--- config.mk ---
export PLATFORM = sky130hd
export DESIGN_NAME = bus_mux_hold
export DESIGN_NICKNAME = d
export VERILOG_FILES = /design/src/rtl/bus_pkg.sv /design/src/rtl/prio_enc_onehot.sv /design/src/rtl/bus_mux_hold.sv
export SDC_FILE = /design/constraint.sdc
export NUM_CORES = 1
export LEC_CHECK = 0
export BUFFER_PORTS_ARGS = -buffer_cell sky130_fd_sc_hd__buf_2
export CAP_MARGIN = 15
export CORE_AREA = 2 2 326 328
export DETAILED_ROUTE_END_ITERATION = 12
export DIE_AREA = 0 0 328 330
export SLEW_MARGIN = 20
export SYNTH_ARGS = -nofsm -noshare
export SYNTH_HDL_FRONTEND = slang
export SYNTH_SLANG_ARGS = --single-unit
--- constraint.sdc ---
create_clock -name clock -period 2.9 [get_ports clock]
set_clock_uncertainty 0.1 [all_clocks]
set_input_delay 0.29 -clock clock [delete_from_list [all_inputs] [get_ports clock]]
set_output_delay 0.29 -clock clock [all_outputs]
set_load 0.01 [all_outputs]
--- src/rtl/bus_pkg.sv ---
// Shared bus definitions: source index map, default sizes and conflict counter helpers.
package bus_pkg;

  localparam int BUS_WIDTH      = 32;
  localparam int BUS_NSRC       = 24;
  localparam int CONFLICT_CNT_W = 8;

  // Datapath source indices as wired on the CPU bus.
  localparam int SRC_R0     = 0;
  localparam int SRC_R1     = 1;
  localparam int SRC_R2     = 2;
  localparam int SRC_R3     = 3;
  localparam int SRC_R4     = 4;
  localparam int SRC_R5     = 5;
  localparam int SRC_R6     = 6;
  localparam int SRC_R7     = 7;
  localparam int SRC_R8     = 8;
  localparam int SRC_R9     = 9;
  localparam int SRC_R10    = 10;
  localparam int SRC_R11    = 11;
  localparam int SRC_R12    = 12;
  localparam int SRC_R13    = 13;
  localparam int SRC_R14    = 14;
  localparam int SRC_R15    = 15;
  localparam int SRC_HI     = 16;
  localparam int SRC_LO     = 17;
  localparam int SRC_ZHI    = 18;
  localparam int SRC_ZLO    = 19;
  localparam int SRC_PC     = 20;
  localparam int SRC_MDR    = 21;
  localparam int SRC_INPORT = 22;
  localparam int SRC_C      = 23;

  localparam logic [CONFLICT_CNT_W-1:0] CONFLICT_CNT_MAX = '1;

  // Increment that sticks at the counter's maximum instead of wrapping.
  function automatic logic [CONFLICT_CNT_W-1:0] cnt_sat_inc(
    input logic [CONFLICT_CNT_W-1:0] v
  );
    return (v == CONFLICT_CNT_MAX) ? v : v + CONFLICT_CNT_W'(1);
  endfunction

endpackage

--- src/rtl/prio_enc_onehot.sv ---
// Priority encoder for out-enables: lowest set index wins, plus any/multi flags.
module prio_enc_onehot #(
  parameter int  N     = 24,
  localparam int IDX_W = (N > 1) ? $clog2(N) : 1
) (
  input  logic [N-1:0]     req_i,
  output logic [IDX_W-1:0] idx_o,
  output logic             any_o,
  output logic             multi_o
);

  // Scan from the top down so the lowest set index is the last one written.
  always_comb begin
    // NOTE: assigning a default before any conditional write keeps always_comb free of latches.
    idx_o = '0;
    for (int i = N - 1; i >= 0; i--) begin
      if (req_i[i]) idx_o = IDX_W'(i);
    end
  end

  assign any_o   = |req_i;
  // Clearing the lowest set bit leaves something only when two or more bits were set.
  assign multi_o = |(req_i & (req_i - N'(1)));

endmodule

--- src/rtl/bus_mux_hold.sv ---
// N-source bus multiplexer with bus-keeper hold, optional output register and conflict monitor.
module bus_mux_hold
  import bus_pkg::*;
#(
  parameter int  WIDTH = BUS_WIDTH,
  parameter int  N_SRC = BUS_NSRC,
  parameter int  PIPE  = 1,
  localparam int SEL_W = $clog2(N_SRC)
) (
  input  logic                      clock,
  input  logic                      clear,
  input  logic [N_SRC*WIDTH-1:0]    src_data,
  input  logic [N_SRC-1:0]          src_en,
  input  logic                      err_clr,
  output logic [WIDTH-1:0]          bus_out,
  output logic                      bus_valid,
  output logic [SEL_W-1:0]          bus_sel,
  output logic                      conflict,
  output logic                      conflict_sticky,
  output logic [CONFLICT_CNT_W-1:0] conflict_cnt
);

  logic [SEL_W-1:0]          winner;
  logic                      any_en;
  logic                      multi_en;
  logic [WIDTH-1:0]          win_data;
  logic [WIDTH-1:0]          hold_q, hold_d;
  logic [SEL_W-1:0]          sel_q, sel_d;
  logic                      conflict_q;
  logic                      sticky_q, sticky_d;
  logic [CONFLICT_CNT_W-1:0] cnt_q, cnt_d, cnt_base;

  prio_enc_onehot #(.N(N_SRC)) u_enc (
    .req_i   (src_en),
    .idx_o   (winner),
    .any_o   (any_en),
    .multi_o (multi_en)
  );

  // Select the winning source's word out of the flattened data bus.
  always_comb begin
    win_data = '0;
    for (int i = 0; i < N_SRC; i++) begin
      if (winner == SEL_W'(i)) win_data = src_data[i*WIDTH +: WIDTH];
    end
  end

  // The keeper reloads only while something drives, so the bus never floats.
  assign hold_d = any_en ? win_data : hold_q;
  assign sel_d  = any_en ? winner   : sel_q;

  // Bus-keeper value and last winning index.
  always_ff @(posedge clock or negedge clear) begin
    if (!clear) begin
      // NOTE: sequential state uses non-blocking assignments so every register samples pre-edge values.
      hold_q <= '0;
      sel_q  <= '0;
    end else begin
      hold_q <= hold_d;
      sel_q  <= sel_d;
    end
  end

  // Conflict next state: a conflict on the clearing edge counts as a fresh first event.
  always_comb begin
    cnt_base = err_clr ? '0 : cnt_q;
    sticky_d = err_clr ? 1'b0 : sticky_q;
    cnt_d    = cnt_base;
    if (multi_en) begin
      sticky_d = 1'b1;
      cnt_d    = cnt_sat_inc(cnt_base);
    end
  end

  // Conflict pulse, sticky flag and saturating counter.
  always_ff @(posedge clock or negedge clear) begin
    if (!clear) begin
      conflict_q <= 1'b0;
      sticky_q   <= 1'b0;
      cnt_q      <= '0;
    end else begin
      conflict_q <= multi_en;
      sticky_q   <= sticky_d;
      cnt_q      <= cnt_d;
    end
  end

  assign conflict        = conflict_q;
  assign conflict_sticky = sticky_q;
  assign conflict_cnt    = cnt_q;

  if (PIPE != 0) begin : g_pipe
    logic valid_q;

    // Registered valid flag for the output stage.
    always_ff @(posedge clock or negedge clear) begin
      if (!clear) valid_q <= 1'b0;
      else        valid_q <= any_en;
    end

    // The output register would load exactly what hold_q loads on every edge, so it is hold_q.
    assign bus_out   = hold_q;
    assign bus_valid = valid_q;
    assign bus_sel   = sel_q;
  end else begin : g_comb
    assign bus_out   = hold_d;
    assign bus_valid = any_en;
    assign bus_sel   = sel_d;
  end

endmodule

==> impl_metrics.sql, run 1 <==
INSERT INTO impl_metrics (metric_group, metric, value, unit) VALUES
('run_status', 'run_status', 'complete, but fails checks', ''),
('run_status', 'failed_checks', 'hold timing, setup timing', ''),
('finish', 'drive_above_1_share', '67.1', '%'),
('power_and_ir_drop', 'irDropWorstVdd', '200', 'uV'),
('floorplan', 'chipHeight', '330', 'um'),
('yosys', 'summed_instance_area_of_the_synthesized_netlist', '0.00829', 'mm^2'),
('route', 'post_drt_via_cell_ratio', '4.56', ''),
('route', 'drt_drc_violations_left', '0', ''),
('yosys', 'yosysSeqAreaShare', '14.5', '%'),
('sta', 'layout_setup_ws', '-0.344', 'ns'),
('sta', 'max_freq', '0.308', 'GHz'),
('route', 'drt_wl_total', '134000', 'um'),
('setup_path', 'crit_arrival', '3.34', 'ns'),
('setup_path', 'critical_path_start_end_classification', 'in2reg', ''),
('power_and_ir_drop', 'power-per-cell-area', '168', 'mW/mm^2'),
('clocking', 'clock_tree_from_tritoncts', 'built', ''),
('clocking', 'worstSkewPairLatency', '0.33', 'ns'),
('yosys', 'combinational_family_with_the_most_area_after_synthesis', 'compound AO/OA/AOI/OAI gates', ''),
('floorplan', 'ioPinCount', '843', ''),
('grt', 'grt_first_pass_wirelength', '167000', 'um'),
('finish', 'finalNetCount', '3298', ''),
('floorplan', 'initial_core_util', '7.92', '%'),
('yosys', 'synthFlopType', 'sky130_fd_sc_hd__dfrtp_1', ''),
('sta', 'worst_slew_pin_slew', '0.938', 'ns'),
('place', 'placement.io_buffers', '842', ''),
('yosys', 'synth_enable_flop_cells', '0', ''),
('sta', 'final_hold_viol_count', '7', ''),
('finish', 'layout_commonest_cell', 'sky130_fd_sc_hd__buf_2', ''),
('yosys', 'yosysWarnings', '0', ''),
('setup_path', 'critical_path.max_fanout', '7', ''),
('place', 'gp_congestion', '0.939', ''),
('place', 'place_hpwl', '120000', 'um'),
('route', 'via_count', '18000', ''),
('floorplan', 'die_span_x', '328', 'um'),
('power_and_ir_drop', 'power.static_leakage', '9.73', 'nW'),
('setup_path', 'endpoint', 'bus_out[12]', ''),
('clocking', 'cts_htree_levels', '2', ''),
('yosys', 'net_count_after_synthesis', '2011', ''),
('clocking', 'clk_transition_reported_paths', '0.09', 'ns'),
('sta', 'setup_repair_after_global_routing_missed_its_margin', 'yes', ''),
('yosys', 'netlist_top_cells_area', 'sky130_fd_sc_hd__dfrtp_1 (14%), sky130_fd_sc_hd__nand2_1 (6.9%), sky130_fd_sc_hd__o22ai_1 (6.7%)', ''),
('power_and_ir_drop', 'clock_power_share', '19.9', '%'),
('clocking', 'clock-sinks', '48', ''),
('yosys', 'synth_area_leader_cell', 'sky130_fd_sc_hd__dfrtp_1', ''),
('sta', 'timing.slew.headroom', '37.4', '%'),
('sta', 'final_number_of_max_transition_violations', '0', ''),
('power_and_ir_drop', 'pwr-share-seq', '22.0', '%'),
('setup_path', 'start_kind', 'primary input', ''),
('route', 'drt_pre_antenna_iters', '10', ''),
('floorplan', 'die_area', '0.108', 'mm^2'),
('yosys', 'synthesis.instances', '1215', ''),
('clocking', 'cts_hold_buf', '0', ''),
('yosys', 'post_synthesis_average_cell_area', '6.83', 'um^2'),
('sta', 'finalCriticalPeriod', '3.24', 'ns'),
('grt', 'antenna_violations_before_repair', '144', ''),
('finish', 'area.growth.synth_to_final', '159', '%'),
('clocking', 'clockRootBuffer', 'sky130_fd_sc_hd__clkbuf_16', ''),
('sta', 'post-route-period-util', '112', '%'),
('power_and_ir_drop', 'internal_power', '2.11', 'mW'),
('yosys', 'yosys.area_share.adder', '0.392', '%'),
('sta', 'tns', '-5.08', 'ns'),
('place', 'placement.setup.worst_slack', '-1.50', 'ns'),
('grt', 'pin_count_of_the_biggest_net_entering_global_routing', '29', ''),
('yosys', 'asyncSetResetFlopFracSynth', '100', '%'),
('grt', 'grt_use_total', '23.3', '%'),
('setup_path', 'launch_point_of_the_critical_path', 'src_en[9]', ''),
('route', 'route.detailed.wl_per_inst', '34.0', 'um'),
('yosys', 'share_of_the_synthesized_area_in_the_top_cell_type', '14.5', '%'),
('sta', 'setup_viol', '31', ''),
('sta', 'fin_hold_ws', '-0.0189', 'ns'),
('power_and_ir_drop', 'sw_frac_of_total', '41.7', '%');
-- cells in the mapped netlist, drive strengths merged, types with 31 or more instances --
library cell	n
buf	52
o21ai	72
o221ai	32
dfrtp	48
nand2	156
a221oi	56
a22oi	37
clkbuf	54
o211ai	31
o22ai	89
nor3	55
nor2	103
nand3	34
a21oi	89
-- power by group through the flow --
stage,Clock [mW],Combinational [mW],Sequential (mW)
2_1_floorplan,0,0.368,0.812
3_3_place_gp,0,1.79,0.805
3_5_place_dp,0,1.79,0.805
4_1_cts,0.751,2.00,0.792
5_1_grt,0.759,2.20,0.801
6_report,0.721,2.10,0.794
-- layout make-up --
type,count,area [um^2]
multi-input combinational,1051,8410
fill,11900,83200
sequential,48,1200
timing repair buffer,1386,9780
antenna,55,138
clock buffer,7,153
inverter,10,37.5
tap,1391,1740
-- registers in the layout (all words and copies together) (netlist names) --
signal / flops
bus_sel: 5
conflict_cnt: 8
bus_valid: 1
conflict: 1
bus_out: 32
conflict_sticky: 1
-- through the flow --
step / instances / instance area, um^2
finish: 3948 / 21500
global route: 3925 / 21400
CTS: 3854 / 20200
detailed placement: 3780 / 17900
global placement: 3780 / 17900
floorplan: 1215 / 8310
-- worst min-delay path by stage --
stage	to	slack [ns]	cells past startpoint
final	bus_out[22]	-0.02	1
after global routing	bus_out[22]	0.02	1
after CTS	bus_out[14]	0.008	1
after detailed placement	bus_sel[0]	0.37	2
after global placement	bus_sel[0]	0.36	2
after floorplan	bus_out[0]	-0.11	0
-- routing by layer --
metal  wire length, um  global-route usage, %
met5               510                      0
met4              5400                   8.04
met3             12700                   7.59
met2             60200                   37.4
met1             55400                   29.3
-- critical path, stage by stage --
cell and delay [ns]:
sky130_fd_sc_hd__buf_6 0.10, sky130_fd_sc_hd__or4_4 0.54, sky130_fd_sc_hd__o221ai_4 0.25, sky130_fd_sc_hd__buf_6 0.14, sky130_fd_sc_hd__a31oi_4 0.04, sky130_fd_sc_hd__buf_6 0.15
sky130_fd_sc_hd__o211ai_4 0.32, sky130_fd_sc_hd__buf_6 0.16, sky130_fd_sc_hd__nor2_4 0.06, sky130_fd_sc_hd__buf_8 0.15, sky130_fd_sc_hd__buf_6 0.13, sky130_fd_sc_hd__a2111oi_4 0.42
sky130_fd_sc_hd__o31a_1 0.44, sky130_fd_sc_hd__o21ai_1 0.12
-- kinds of logic after synthesis --
| group | after synthesis |
|---|---|
| adders and majority gates | 3 |
| muxes | 19 |
| AOI/OAI and AO/OA | 579 |
| xor gates and xnor gates | 3 |
| and+or+nand+nor | 447 |
| DFF | 48 |
| buffers and inverters | 116 |
-- what timing repair did --
action                                  4_1_cts  5_1_grt
resized for setup                           340      178
setup buffers                                75       50
endpoints found under the setup margin       32       32
gates cloned                                  0        2
pin swaps                                   121      119
hold endpoints to repair                      0        0
Note: power is estimated with default switching activity, not from simulation.
==> run 2, diff against run 1 <==
ABC_AREA = 1   (was unset)
CORE_AREA = 2 2 333 335   (was 2 2 326 328)
DIE_AREA = 0 0 335 337   (was 0 0 328 330)
==> impl_metrics.sql, run 2 <==
INSERT INTO impl_metrics (metric_group, metric, value, unit) VALUES
('run_status', 'run_status', 'complete, but fails checks', ''),
('finish', 'layout.cells.most_common_list', 'sky130_fd_sc_hd__buf_2 (839), sky130_fd_sc_hd__nand2_1 (675), sky130_fd_sc_hd__nor2_1 (255), sky130_fd_sc_hd__buf_4 (213), sky130_fd_sc_hd__inv_1 (207)', ''),
('finish', 'finalNetCount', '3727', ''),
('power_and_ir_drop', 'irDropWorstVdd', '241', 'uV'),
('sta', 'timing.slew.headroom', '64.1', '%'),
('sta', 'max_freq', '0.226', 'GHz'),
('yosys', 'yosys.area_share.adder', '0.254', '%'),
('setup_path', 'critPathSlowestCell', 'sky130_fd_sc_hd__nand4_1', ''),
('floorplan', 'initial_core_util', '8.08', '%'),
('setup_path', 'critical_path_buf_inv_count', '5', ''),
('yosys', 'synthFlopType', 'sky130_fd_sc_hd__dfrtp_1', ''),
('yosys', 'post_synth_and_or_nand_nor_area_fraction', '67.2', '%'),
('setup_path', 'start_kind', 'primary input', ''),
('clocking', 'cts_made_buffers', '5', ''),
('yosys', 'synthMuxAreaShare', '0.127', '%'),
('power_and_ir_drop', 'power.static_leakage', '9.89', 'nW'),
('yosys', 'combinational_family_with_the_most_area_after_synthesis', 'simple AND/OR/NAND/NOR gates', ''),
('setup_path', 'cp_data_required_time', '3.03', 'ns'),
('grt', 'globalRoute.totalOverflow', '0', ''),
('route', 'drt_drc_violations_left', '0', ''),
('run_status', 'failed_checks', 'setup timing', ''),
('yosys', 'share_of_the_synthesized_area_in_the_top_cell_type', '32.3', '%'),
('setup_path', 'critical_path_capture_point_type', 'flip-flop', ''),
('hold_path', 'timing.hold.worst.class', 'in2reg', ''),
('floorplan', 'ioPinCount', '843', ''),
('route', 'iteration_0_drc_count_of_the_detailed_router', '1027', ''),
('place', 'placement.io_buffers', '842', ''),
('clocking', 'cts_htree_levels', '2', ''),
('route', 'via_count', '17200', ''),
('yosys', 'synth_area_leader_cell', 'sky130_fd_sc_hd__nand2_1', ''),
('floorplan', 'die_span_x', '335', 'um'),
('place', 'gp_congestion', '0.977', ''),
('finish', 'largest_reg_flops', '32', ''),
('grt', 'vias_in_the_first_global_route', '16500', ''),
('setup_path', 'crit_path_most_repeated_cell', 'sky130_fd_sc_hd__nand2_1', ''),
('route', 'drt_pre_antenna_iters', '5', ''),
('grt', 'grt_first_pass_wirelength', '142000', 'um'),
('sta', 'finalCriticalPeriod', '4.43', 'ns'),
('finish', 'layout_commonest_cell', 'sky130_fd_sc_hd__buf_2', ''),
('place', 'place_hpwl', '100000', 'um'),
('clocking', 'clockRootBuffer', 'sky130_fd_sc_hd__clkbuf_16', ''),
('route', 'post_drt_via_cell_ratio', '3.92', ''),
('power_and_ir_drop', 'power-per-cell-area', '205', 'mW/mm^2'),
('yosys', 'asyncSetResetFlopFracSynth', '100', '%'),
('sta', 'tns', '-36.24', 'ns'),
('finish', 'multi_input_area', '0.00774', 'mm^2'),
('yosys', 'netlist_top_cells_area', 'sky130_fd_sc_hd__nand2_1 (32%), sky130_fd_sc_hd__nor2_1 (14%), sky130_fd_sc_hd__dfrtp_1 (14%)', ''),
('run', 'max_cap_viol_count', '0', ''),
('finish', 'ff_latch_area', '0.00120', 'mm^2'),
('setup_path', 'max_stage_delay', '0.38', 'ns'),
('yosys', 'post_synthesis_average_cell_area', '4.84', 'um^2'),
('floorplan', 'rows', '122', ''),
('yosys', 'net_count_after_synthesis', '2626', ''),
('yosys', 'yosysWarnings', '0', ''),
('sta', 'setup_repair_after_global_routing_missed_its_margin', 'yes', ''),
('setup_path', 'critical-path-top-delay-family', 'simple AND/OR/NAND/NOR gates', ''),
('yosys', 'yosys-top-cells-count', 'sky130_fd_sc_hd__nand2_1 (762), sky130_fd_sc_hd__nor2_1 (332), sky130_fd_sc_hd__inv_1 (212)', ''),
('yosys', 'yosysSeqAreaShare', '13.6', '%'),
('clocking', 'clk_transition_reported_paths', '0.08', 'ns'),
('grt', 'pin_count_of_the_biggest_net_entering_global_routing', '49', ''),
('sta', 'final_hold_viol_count', '0', ''),
('finish', 'area.growth.synth_to_final', '118', '%'),
('setup_path', 'crit_arrival', '4.56', 'ns'),
('yosys', 'synthMostInstantiatedCell', 'sky130_fd_sc_hd__nand2_1', ''),
('floorplan', 'die_area', '0.113', 'mm^2'),
('sta', 'layout_setup_ws', '-1.53', 'ns'),
('finish', 'fillerInstances', '12800', ''),
('sta', 'post-route-period-util', '153', '%'),
('route', 'route.detailed.wl_per_inst', '25.4', 'um'),
('floorplan', 'design.core.area', '0.110', 'mm^2'),
('floorplan', 'chipHeight', '337', 'um'),
('setup_path', 'critical_path_start_end_classification', 'in2reg', ''),
('clocking', 'clock-sinks', '48', ''),
('sta', 'worst_slew_pin_slew', '0.539', 'ns'),
('yosys', 'summed_instance_area_of_the_synthesized_netlist', '0.00886', 'mm^2'),
('clocking', 'cts-root-to-sink-buffers', '2', ''),
('setup_path', 'critical_path.max_fanout', '7', ''),
('yosys', 'synth_enable_flop_cells', '0', ''),
('yosys', 'synth-seq-cells', '48', ''),
('power_and_ir_drop', 'p_total', '3.97', 'mW'),
('route', 'drt_wl_total', '111000', 'um'),
('clocking', 'worstSkewPairLatency', '0.32', 'ns'),
('yosys', 'netlist-cell-type-count', '41', ''),
('grt', 'grt_use_total', '18.6', '%'),
('yosys', 'synthesis.instances', '1830', ''),
('clocking', 'clock_tree_from_tritoncts', 'built', ''),
('yosys', 'synth-xor-area-share', '0.297', '%'),
('sta', 'setup_viol', '32', ''),
('finish', 'drive_above_1_share', '50.1', '%'),
('sta', 'final_number_of_max_transition_violations', '0', ''),
('yosys', 'synth_compound_gate_area_share', '5.16', '%'),
('route', 'final_antenna_net_count', '0', ''),
('grt', 'antenna_violations_before_repair', '65', '');
[run 2: power by group]
group	internal, mW	leakage (nW)	total (mW)	switching, mW
combinational	1.10	9.24	2.54	1.44
sequential	0.735	0.581	0.784	0.0486
clock	0.317	0.0669	0.652	0.335
total	2.15	9.89	3.97	1.82
[run 2: cells by family after synthesis]
| family | count (synthesis) |
|---|---|
| flops | 48 |
| fa+ha+maj | 2 |
| xor+xnor | 3 |
| compound gates | 85 |
| simple gates | 1388 |
| buf+inv | 303 |
| mux | 1 |
[run 2: path summary, 6_finish.rpt]
kind	depth (start not counted)	startpoint	to	slack, ns
setup / recovery	44	src_en[23]	bus_out[9]	-1.53
hold reg to reg	2	bus_out[20]	bus_out[20]	0.38
min in group asynchronous	3	clear	bus_out[10]	0.37
setup reg to reg	9	conflict_cnt[0]	conflict_cnt[1]	0.84
max in group asynchronous	3	clear	conflict_cnt[4]	1.98
hold / removal	5	src_data[747]	bus_out[11]	0.19
[run 2: metal layers]
metal | vias to the layer above | wire, um | global-route usage, %
met5 | - | 304 | 0
met4 | 44 | 3250 | 5.51
met3 | 168 | 7750 | 3.52
met2 | 869 | 54300 | 32.7
met1 | 8144 | 45600 | 22.9
li1 | 7929 | - | -
[run 2: metrics by stage]
step | instances | utilization, % | hold WS [ns] | setup WS [ns] | cell area [um^2]
floorplan | 1830 | - | -0.106 | 0.00731 | 8860
global placement | 4308 | 15.8 | 0.218 | -2.56 | 17300
detailed placement | 4308 | 15.8 | 0.217 | -2.47 | 17300
CTS | 4342 | 17.2 | 0.172 | -1.51 | 18800
global route | 4372 | 17.6 | 0.214 | -1.82 | 19300
finish | 4381 | 17.7 | 0.189 | -1.53 | 19400
[run 2: final cells by class]
cell class	count	area share, %
flip-flops and latches	48	6.21
clock buffers	6	0.666
well taps	1426	9.22
diodes	24	0.310
multi-input cells	1480	40.0
repair buffers	1172	39.2
inverters	224	4.37
clock inverters	1	0.0259
[run 2: timing repair]
item | in CTS | in global routing
endpoints found under the setup margin | 37 | 40
gates cloned | 1 | 1
gates resized for setup | 283 | 107
pin swaps | 163 | 183
buffers inserted | 30 | 20
hold buffers | 1 | 0
endpoints found under the hold margin | 48 | 0
[run 2: worst reg2reg max path, delay by kind of cell, from the launching register on]
| kind | cells | cell delay [ns] |
|---|---|---|
| and+or+nand+nor | 4 | 0.77 |
| adders and majority gates | 1 | 0.17 |
| buffers and inverters | 3 | 0.21 |
| muxes | 1 | 0.32 |
| DFF | 1 | 0.38 |
==> run 3, diff against run 2 <==
clock period = 4.5 ns   (was 2.9 ns; I/O delays follow)
==> impl_metrics.sql, run 3 (synthesized netlist as in run 2, its figures left out) <==
INSERT INTO impl_metrics (metric_group, metric, value, unit) VALUES
('run_status', 'run_status', 'complete, but fails checks', ''),
('run_status', 'failed_checks', 'setup timing', ''),
('run', 'max_cap_viol_count', '0', ''),
('route', 'post_drt_via_cell_ratio', '3.95', ''),
('route', 'routed_wl_met3', '9040', 'um'),
('power_and_ir_drop', 'clock_power_share', '20.2', '%'),
('finish', 'layout.cells.most_common_list', 'sky130_fd_sc_hd__buf_2 (839), sky130_fd_sc_hd__nand2_1 (685), sky130_fd_sc_hd__nor2_1 (262), sky130_fd_sc_hd__inv_1 (209), sky130_fd_sc_hd__buf_4 (201)', ''),
('clocking', 'cts_made_buffers', '5', ''),
('route', 'met2_wirelength', '53300', 'um'),
('sta', 'setup_viol', '1', ''),
('grt', 'globalRoute.totalOverflow', '0', ''),
('floorplan', 'initial_core_util', '8.08', '%'),
('sta', 'post-route-period-util', '100', '%'),
('sta', 'timing.slew.headroom', '41.2', '%'),
('hold_path', 'timing.hold.worst.class', 'in2async', ''),
('route', 'final_antenna_net_count', '0', ''),
('power_and_ir_drop', 'sw_frac_of_total', '43.9', '%'),
('sta', 'final_hold_viol_count', '0', ''),
('clocking', 'clock_tree_from_tritoncts', 'built', ''),
('floorplan', 'die_area', '0.113', 'mm^2'),
('sta', 'max_freq', '0.222', 'GHz'),
('finish', 'layout_commonest_cell', 'sky130_fd_sc_hd__buf_2', ''),
('route', 'drt_drc_violations_left', '0', ''),
('sta', 'final_number_of_max_transition_violations', '0', ''),
('sta', 'layout_setup_ws', '-0.0108', 'ns'),
('route', 'iteration_0_drc_count_of_the_detailed_router', '1111', ''),
('sta', 'finalCriticalPeriod', '4.51', 'ns'),
('floorplan', 'chipHeight', '337', 'um'),
('grt', 'grt_use_total', '18.9', '%'),
('route', 'route.detailed.wl_per_inst', '26.0', 'um'),
('place', 'placement.io_buffers', '842', ''),
('setup_path', 'critical_path_capture_point_type', 'flip-flop', ''),
('route', 'via_count', '17200', ''),
('finish', 'area.growth.synth_to_final', '109', '%'),
('place', 'place_hpwl', '102000', 'um'),
('route', 'highest-signal-layer', 'met5', ''),
('setup_path', 'critPathSlowestCell', 'sky130_fd_sc_hd__nand4_1', ''),
('sta', 'setup_repair_after_global_routing_missed_its_margin', 'yes', ''),
('route', 'drt_wl_total', '113000', 'um'),
('finish', 'drive_above_1_share', '48.0', '%'),
('power_and_ir_drop', 'p_total', '2.65', 'mW'),
('power_and_ir_drop', 'pwr-share-comb', '60.8', '%'),
('setup_path', 'critical_path.max_fanout', '4', ''),
('finish', 'largest_reg_flops', '32', ''),
('sta', 'worst_slew_pin_slew', '0.882', 'ns'),
('setup_path', 'critical_path_start_end_classification', 'in2reg', ''),
('finish', 'finalNetCount', '3667', ''),
('setup_path', 'crit_path_most_repeated_cell', 'sky130_fd_sc_hd__nand2_1', ''),
('power_and_ir_drop', 'pwr-share-seq', '19.0', '%'),
('setup_path', 'crit_arrival', '4.63', 'ns'),
('floorplan', 'ioPinCount', '843', ''),
('route', 'routedLengthMet1', '44800', 'um'),
('floorplan', 'design.core.area', '0.110', 'mm^2'),
('clocking', 'clockRootBuffer', 'sky130_fd_sc_hd__clkbuf_16', ''),
('setup_path', 'max_stage_delay', '0.34', 'ns'),
('clocking', 'clock-sinks', '48', ''),
('grt', 'pin_count_of_the_biggest_net_entering_global_routing', '54', ''),
('power_and_ir_drop', 'power-per-cell-area', '143', 'mW/mm^2'),
('power_and_ir_drop', 'power.static_leakage', '9.42', 'nW'),
('finish', 'finished_core_util', '16.9', '%'),
('setup_path', 'cp_data_required_time', '4.62', 'ns'),
('floorplan', 'rows', '122', ''),
('power_and_ir_drop', 'internal_power', '1.49', 'mW'),
('place', 'gp_congestion', '0.960', ''),
('clocking', 'cts_htree_levels', '2', ''),
('setup_path', 'start_kind', 'primary input', ''),
('clocking', 'clk_transition_reported_paths', '0.09', 'ns'),
('clocking', 'worstSkewPairLatency', '0.32', 'ns'),
('grt', 'grt_first_pass_wirelength', '143000', 'um'),
('power_and_ir_drop', 'netSwitchingPower', '1.16', 'mW'),
('clocking', 'cts-root-to-sink-buffers', '2', ''),
('route', 'drt_pre_antenna_iters', '5', ''),
('floorplan', 'die_span_x', '335', 'um'),
('grt', 'vias_in_the_first_global_route', '16500', ''),
('power_and_ir_drop', 'irDropWorstVdd', '202', 'uV'),
('grt', 'antenna_violations_before_repair', '88', '');
run 3: changes by cell type in the layout (fill, tap and decap cells not counted), sizes merged:
cell	change
nor2	-1
clkinv	-2
bufinv	+2
dlygate4sd3	-1
buf	-59
diode	+23
inv	+1
run 3: layer usage:
metal / global-route usage, % / vias up
met5: 0 / -
met4: 8.49 / 32
met3: 4.29 / 222
met2: 32.1 / 984
met1: 22.7 / 8100
li1: - / 7839
run 3: through the flow:
step	hold slack (ns)	TNS (ns)	instances	area, um^2	worst slack (ns)
2_1_floorplan	0.0544	0	1830	8860	1.38
3_3_place_gp	0.353	-9.73	4264	16600	-1.20
3_5_place_dp	0.358	-9.21	4264	16600	-1.21
4_1_cts	0.133	-0.339	4278	17200	-0.171
5_1_grt	0.161	-5.36	4329	18400	-0.408
6_report	0.127	-0.0108	4344	18500	-0.0108
run 3: timing repair:
item | in CTS | in global routing
pin swaps | 39 | 217
endpoints found under the hold margin | 0 | 0
gates resized for setup | 84 | 250
setup endpoints to repair | 9 | 31
gates cloned | 0 | 2
setup buffers | 9 | 21
hold buffers | 0 | 0
run 3: cell type report:
| cell class | count | area, um^2 |
|---|---|---|
| Antenna cell | 47 | 118 |
| Clock buffer | 5 | 125 |
| Clock inverter | 2 | 60.1 |
| Fill cell | 12900 | 91100 |
| Inverter | 224 | 843 |
| Multi-Input combinational cell | 1479 | 7610 |
| Sequential cell | 48 | 1200 |
| Tap cell | 1426 | 1780 |
| Timing Repair Buffer | 1113 | 6740 |
run 3: path summary, 6_finish.rpt:
check / end / slack, ns / cells after the start / start
max reg2reg: conflict_cnt[1] / 2.32 / 9 / conflict_cnt[0]
min in group clock: bus_out[13] / 0.33 / 5 / src_data[749]
min: bus_out[13] / 0.13 / 1 / clear
max in group asynchronous: bus_sel[3] / 3.23 / 2 / clear
max: bus_out[21] / -0.01 / 42 / src_en[22]
min reg2reg: bus_sel[2] / 0.38 / 2 / bus_sel[2]
run 3: power by group through the flow:
stage	logic (mW)	clock network (mW)	registers [mW]
after floorplan	0.312	0	0.525
final	1.61	0.536	0.502
after detailed placement	1.42	0	0.510
after global routing	1.74	0.567	0.508
after CTS	1.48	0.566	0.504
after global placement	1.42	0	0.511
run 3: worst max-delay path: cells and delay by family:
kind	cells	cell delay, ns
and+or+nand+nor	38	3.76
buffers and inverters	3	0.27
AOI/OAI and AO/OA	1	0.08
